`config.mk`:
```
export PLATFORM = sky130hd
export DESIGN_NAME = rf_write_arbiter
export DESIGN_NICKNAME = d
export VERILOG_FILES = /design/src/rtl/rf_pkg.sv /design/src/rtl/rf_wr_prio_fsm.sv /design/src/rtl/rf_write_arbiter.sv
export SDC_FILE = /design/constraint.sdc
export NUM_CORES = 1
export LEC_CHECK = 0
export CAP_MARGIN = 20
export CORE_UTILIZATION = 35
export CTS_CLUSTER_DIAMETER = 40
export DETAILED_ROUTE_END_ITERATION = 16
export PLACE_DENSITY = 0.73
export SYNTH_ARGS = -nofsm -noshare
export SYNTH_HDL_FRONTEND = slang
export SYNTH_SLANG_ARGS = --single-unit
```
`constraint.sdc`:
```
create_clock -name clk -period 1.25 [get_ports clk]
set_input_delay 0.125 -clock clk [delete_from_list [all_inputs] [get_ports clk]]
set_output_delay 0.125 -clock clk [all_outputs]
set_load 0.01 [all_outputs]
```
`src/rtl/rf_pkg.sv`:
```
// Shared widths, request type and arbiter state encoding for the register-file write path.
// Latency: none (declarations only). Backpressure: n/a.
// Imported by rf_write_arbiter, rf_wr_prio_fsm and their bench.
package rf_pkg;

  localparam int RF_ADDR_W = 5;
  localparam int RF_DATA_W = 32;
  localparam logic [RF_ADDR_W-1:0] RF_ZERO_REG = '0;

  typedef struct packed {
    logic                 valid;
    logic [RF_ADDR_W-1:0] addr;
    logic [RF_DATA_W-1:0] data;
  } rf_wr_req_t;

  typedef enum logic {
    PRI_WB  = 1'b0,
    PRI_MDU = 1'b1
  } arb_state_t;

endpackage

```
`src/rtl/rf_wr_prio_fsm.sv`:
```
// Fixed WB-over-MDU priority with a starvation guard that hands MDU one forced win.
// Latency: grants are combinational from valids and state. Backpressure: loser simply sees no grant.
// State advances only on cycles where requests are presented.
module rf_wr_prio_fsm
  import rf_pkg::*;
#(
  parameter int STARVE_LIMIT = 4
) (
  input  logic clk,
  input  logic rst_n,
  input  logic wb_valid,
  input  logic mdu_valid,
  output logic grant_wb,
  output logic grant_mdu,
  output logic starved
);

  localparam int CNT_W = (STARVE_LIMIT > 8) ? $clog2(STARVE_LIMIT) : 3;
  localparam logic [CNT_W-1:0] CNT_LAST = CNT_W'(STARVE_LIMIT - 1);

  arb_state_t       state_q, state_d;
  logic [CNT_W-1:0] lose_cnt_q, lose_cnt_d;

  always_ff @(posedge clk or negedge rst_n) begin
    if (!rst_n) begin
      state_q    <= PRI_WB;
      lose_cnt_q <= '0;
    end else begin
      state_q    <= state_d;
      lose_cnt_q <= lose_cnt_d;
    end
  end

  always_comb begin
    state_d    = state_q;
    lose_cnt_d = lose_cnt_q;
    grant_wb   = 1'b0;
    grant_mdu  = 1'b0;
    unique case (state_q)
      PRI_WB: begin
        if (wb_valid) begin
          grant_wb = 1'b1;
          // Only a contested WB win counts as an MDU loss.
          if (mdu_valid) begin
            if (lose_cnt_q == CNT_LAST) begin
              state_d    = PRI_MDU;
              lose_cnt_d = '0;
            end else begin
              lose_cnt_d = lose_cnt_q + 1'b1;
            end
          end
        end else if (mdu_valid) begin
          grant_mdu  = 1'b1;
          lose_cnt_d = '0;
        end
      end
      PRI_MDU: begin
        if (mdu_valid) begin
          grant_mdu = 1'b1;
          state_d   = PRI_WB;
        end else if (wb_valid) begin
          grant_wb = 1'b1;
        end
      end
      default: state_d = PRI_WB;
    endcase
  end

  assign starved = (state_q == PRI_MDU);

endmodule

```
`src/rtl/rf_write_arbiter.sv`:
```
// Arbitrates WB and MDU onto the register file write port; RF_WRITE_FWD_EN adds ID-stage forwarding.
// Latency: accept in cycle N -> rf_we/rf_waddr/rf_wdata in cycle N+1. Backpressure: combinational ready, one per cycle.
// Writes to register 0 are accepted but never raise rf_we.
module rf_write_arbiter
  import rf_pkg::*;
#(
  parameter int DATA_W       = RF_DATA_W,
  parameter int ADDR_W       = RF_ADDR_W,
  parameter int STARVE_LIMIT = 4
) (
  input  logic              clk,
  input  logic              rst,
  input  logic              wb_valid,
  input  logic [ADDR_W-1:0] wb_addr,
  input  logic [DATA_W-1:0] wb_data,
  output logic              wb_ready,
  input  logic              mdu_valid,
  input  logic [ADDR_W-1:0] mdu_addr,
  input  logic [DATA_W-1:0] mdu_data,
  output logic              mdu_ready,
`ifdef RF_WRITE_FWD_EN
  input  logic [ADDR_W-1:0] fwd_raddr1,
  input  logic [ADDR_W-1:0] fwd_raddr2,
  output logic              fwd_hit1,
  output logic              fwd_hit2,
  output logic [DATA_W-1:0] fwd_data,
`endif
  output logic              rf_we,
  output logic [ADDR_W-1:0] rf_waddr,
  output logic [DATA_W-1:0] rf_wdata,
  output logic              starved
);

  localparam logic [ADDR_W-1:0] ZERO_REG = ADDR_W'(RF_ZERO_REG);

  logic              grant_wb, grant_mdu;
  logic              rf_we_q, rf_we_d;
  logic [ADDR_W-1:0] rf_waddr_q, rf_waddr_d;
  logic [DATA_W-1:0] rf_wdata_q, rf_wdata_d;

  rf_wr_prio_fsm #(
    .STARVE_LIMIT(STARVE_LIMIT)
  ) u_prio_fsm (
    .clk       (clk),
    .rst_n     (rst),
    .wb_valid  (wb_valid),
    .mdu_valid (mdu_valid),
    .grant_wb  (grant_wb),
    .grant_mdu (grant_mdu),
    .starved   (starved)
  );

  // No handshake may complete while reset is held.
  assign wb_ready  = rst & grant_wb;
  assign mdu_ready = rst & grant_mdu;

  always_comb begin
    rf_we_d    = 1'b0;
    rf_waddr_d = rf_waddr_q;
    rf_wdata_d = rf_wdata_q;
    if (wb_ready) begin
      rf_we_d    = (wb_addr != ZERO_REG);
      rf_waddr_d = wb_addr;
      rf_wdata_d = wb_data;
    end else if (mdu_ready) begin
      rf_we_d    = (mdu_addr != ZERO_REG);
      rf_waddr_d = mdu_addr;
      rf_wdata_d = mdu_data;
    end
  end

  always_ff @(posedge clk or negedge rst) begin
    if (!rst) begin
      rf_we_q    <= 1'b0;
      rf_waddr_q <= '0;
      rf_wdata_q <= '0;
    end else begin
      rf_we_q    <= rf_we_d;
      rf_waddr_q <= rf_waddr_d;
      rf_wdata_q <= rf_wdata_d;
    end
  end

  assign rf_we    = rf_we_q;
  assign rf_waddr = rf_waddr_q;
  assign rf_wdata = rf_wdata_q;

`ifdef RF_WRITE_FWD_EN
  // Lets ID consume the in-flight write before the register file commits it.
  assign fwd_hit1 = rf_we_q & (rf_waddr_q == fwd_raddr1) & (fwd_raddr1 != ZERO_REG);
  assign fwd_hit2 = rf_we_q & (rf_waddr_q == fwd_raddr2) & (fwd_raddr2 != ZERO_REG);
  assign fwd_data = rf_wdata_q;
`endif

endmodule

```
==> metrics.cfg <==
[outcome]
status = finished with violations
violations = setup timing

[placed_design]
hpwl_um = 4449
io_buffers = 118
dp_cells = 426
routabilityCongestion = 0.7635
placedInstanceArea_mm2 = 0.003510
place_ws_ns = -0.3996

[run]
max_cap_violations = 0

[global_route]
grt_pass1_vias = 2089
antenna_found_initial = 0
grtUsageTotal_pct = 18.57
overflow = 0
use_met2_pct = 31.90
grt_pass1_wl_um = 9673
use_met3_pct = 5.667
use_met1_pct = 23.30
busiest_layer = met2
grt_max_degree = 39

[clock_tree]
cts_tree = done
clock_path_buffers = 2
clkLatencyLatePin_ns = 0.28
cts_inserted_buffers = 5
cts_root_buffer = clkbuf_8
cts_sinks = 42
htree_levels = 2
clkTransAtPathRegs_ns = 0.08

[sta]
period_share_pct = 108.3
maxSlewViolCount = 0
rsz0062_at_grt = yes
slew_headroom_pct = 72.02
clock_skew_ns = 0.009936
finalCriticalPeriod_ns = 1.354
fmax_mhz = 738.8
setup_violations = 37
tightest_slew_ns = 0.4183
fin_ws_ns = -0.1035
hold_viol = 0

[critical_path]
crit_required_ns = 1.44
critPathKind = register to register
start_kind = register
cp-end-kind = register
cp_data_arrival_time_ns = 1.54
reg2reg_depth = 4
worstPathMaxFanout = 25

[logic_synthesis]
avgSynthCellArea_um2 = 9.236
synthTopCellsByCount = 42 x dfrtp_1, 41 x nor2_1, 37 x a31oi_1, 37 x or3b_1, 28 x o21ai_0
yosys.area.top_type = dfrtp_1
synth-seq-cells = 42
synth_most_common_cell = dfrtp_1
synth_ff_type = dfrtp_1
synth_top_area_share_pct = 47.22
ys_types = 24
synth-edff-count = 0
synth_area_leaders = dfrtp_1 47%, or3b_1 15%, a31oi_1 10%
synthesis.nets = 320
netlist_instances = 241
synthArstFlopShare_pct = 100.0
yosys_warnings = 0
ys_seq_area_share_pct = 47.22
syn_area_mm2 = 0.002226

[finish]
diodes = 0
fillers = 571
fin_util_pct = 59.68
syn_to_final_growth_pct = 61.55
finalNonFillerCells = 437
fin_nets = 441
drive_gt1_share_pct = 9.116
fin_area_mm2 = 0.003596

[detailed_routing]
ant_nets = 0
routed_wirelength_um = 6109
via_per_inst = 5.078
wl_per_cell_um = 13.98
firstDrtPassIters = 4
drc = 0
num_vias = 2219
drt_iter0_markers = 74

[hold_path]
holdPathStages = 4
holdCritPathClass = primary input to register

[floorplan]
coreArea_mm2 = 0.006026
die_w_um = 81.75
rows = 28
die-area_mm2 = 0.006682
ios = 119
start_util_pct = 36.94
die_h_um = 81.75

[power_and_ir_drop]
leakage_nw = 1.465
p_per_area_mw_per_mm2 = 968.4
ir_drop_mv = 0.5929

[cells by family (layout without fill, tap and decap cells)]
kind of cell	count (synthesis)	after routing	share of synthesized area (%)
DFF	42	42	47.22
AOI/OAI and AO/OA	81	81	20.97
buffers and inverters	26	147	6.858
and+or+nand+nor	91	91	24.40
adders and majority gates	1	1	0.5620
[per-layer routing]
layer	vias up	wire (µm)	share of wire (%)
met5	-	0	0
met2	73	2871	47
met3	4	492	8.1
met4	0	38	0.62
met1	1025	2707	44
li1	1117	-	-
[final timing paths]
kind                                          start  slack [ns]                  endpoint
min in group asynchronous                       rst        0.49  u_prio_fsm.lose_cnt_q[0]
hold / removal                             wb_valid        0.29  u_prio_fsm.lose_cnt_q[1]
setup / recovery                 u_prio_fsm.starved       -0.10               rf_wdata[1]
max in group asynchronous                       rst        0.41              rf_wdata[24]
hold reg to reg            u_prio_fsm.lose_cnt_q[0]        0.50  u_prio_fsm.lose_cnt_q[0]
setup reg to reg                 u_prio_fsm.starved       -0.10               rf_wdata[1]
[metrics by stage]
stage	hold slack (ns)	power, mW	TNS (ns)
global placement	0.1529	2.791	-12.44
finish	0.2910	3.482	-2.010
floorplan	-0.1706	2.097	-3.050
global route	0.3102	3.711	-3.957
CTS	0.3955	3.525	-2.494
detailed placement	0.1529	2.820	-13.59
[what timing repair did]
item / in CTS / in global routing
gates resized for setup: 53 / 7
hold buffers: 2 / 0
endpoints found under the hold margin: 42 / 0
endpoints found under the setup margin: 78 / 39
pin swaps: 12 / 20
buffers inserted: 1 / 2
[critical path: stages (launching register included)]
cell     delay (ns)
dfrtp_1        0.38
and2_4         0.17
buf_12         0.15
or3b_1         0.35
a31oi_1        0.20
[cell type report]
class,count,area (µm²),area share [%]
timing repair buffer,138,1338,37.20
sequential,42,1051,29.23
tap,75,93.84,2.610
clock buffer,7,76.32,2.122
inverter,2,7.507,0.2088
multi-input combinational,173,1030,28.64
[cells in the final DEF (no fill, tap or decap)]
cell	instances
a21oi_1	1
a21oi_2	1
a22o_1	1
a31oi_1	37
and2_4	1
buf_12	5
buf_2	3
buf_4	12
buf_6	1
clkbuf_1	2
clkbuf_2	1
clkbuf_8	5
clkdlybuf4s50_1	75
dfrtp_1	42
dlygate4sd2_1	38
dlygate4sd3_1	2
dlymetal6s2s_1	1
ha_1	1
inv_1	1
inv_2	1
nand2_1	6
nand2_2	1
nand2b_1	1
nand3_1	1
nor2_1	40
nor2_2	1
nor2b_1	1
nor3_1	2
o21a_2	1
o21ai_0	28
o21ai_1	9
o31ai_1	2
o32ai_1	1
or3b_1	37
[state kept, by name (all words and copies together), names as in the netlist]
signal / cells
u_prio_fsm.lose_cnt_q: 3
rf_waddr: 5
rf_wdata: 32
u_prio_fsm.starved: 1
rf_we: 1
[report_power, final]
part / internal, mW / switching, mW
clock network: 0.385 / 0.426
logic: 0.589 / 0.454
registers: 1.54 / 0.0891
total: 2.51 / 0.969
Note: power is estimated with default switching activity, not from simulation.
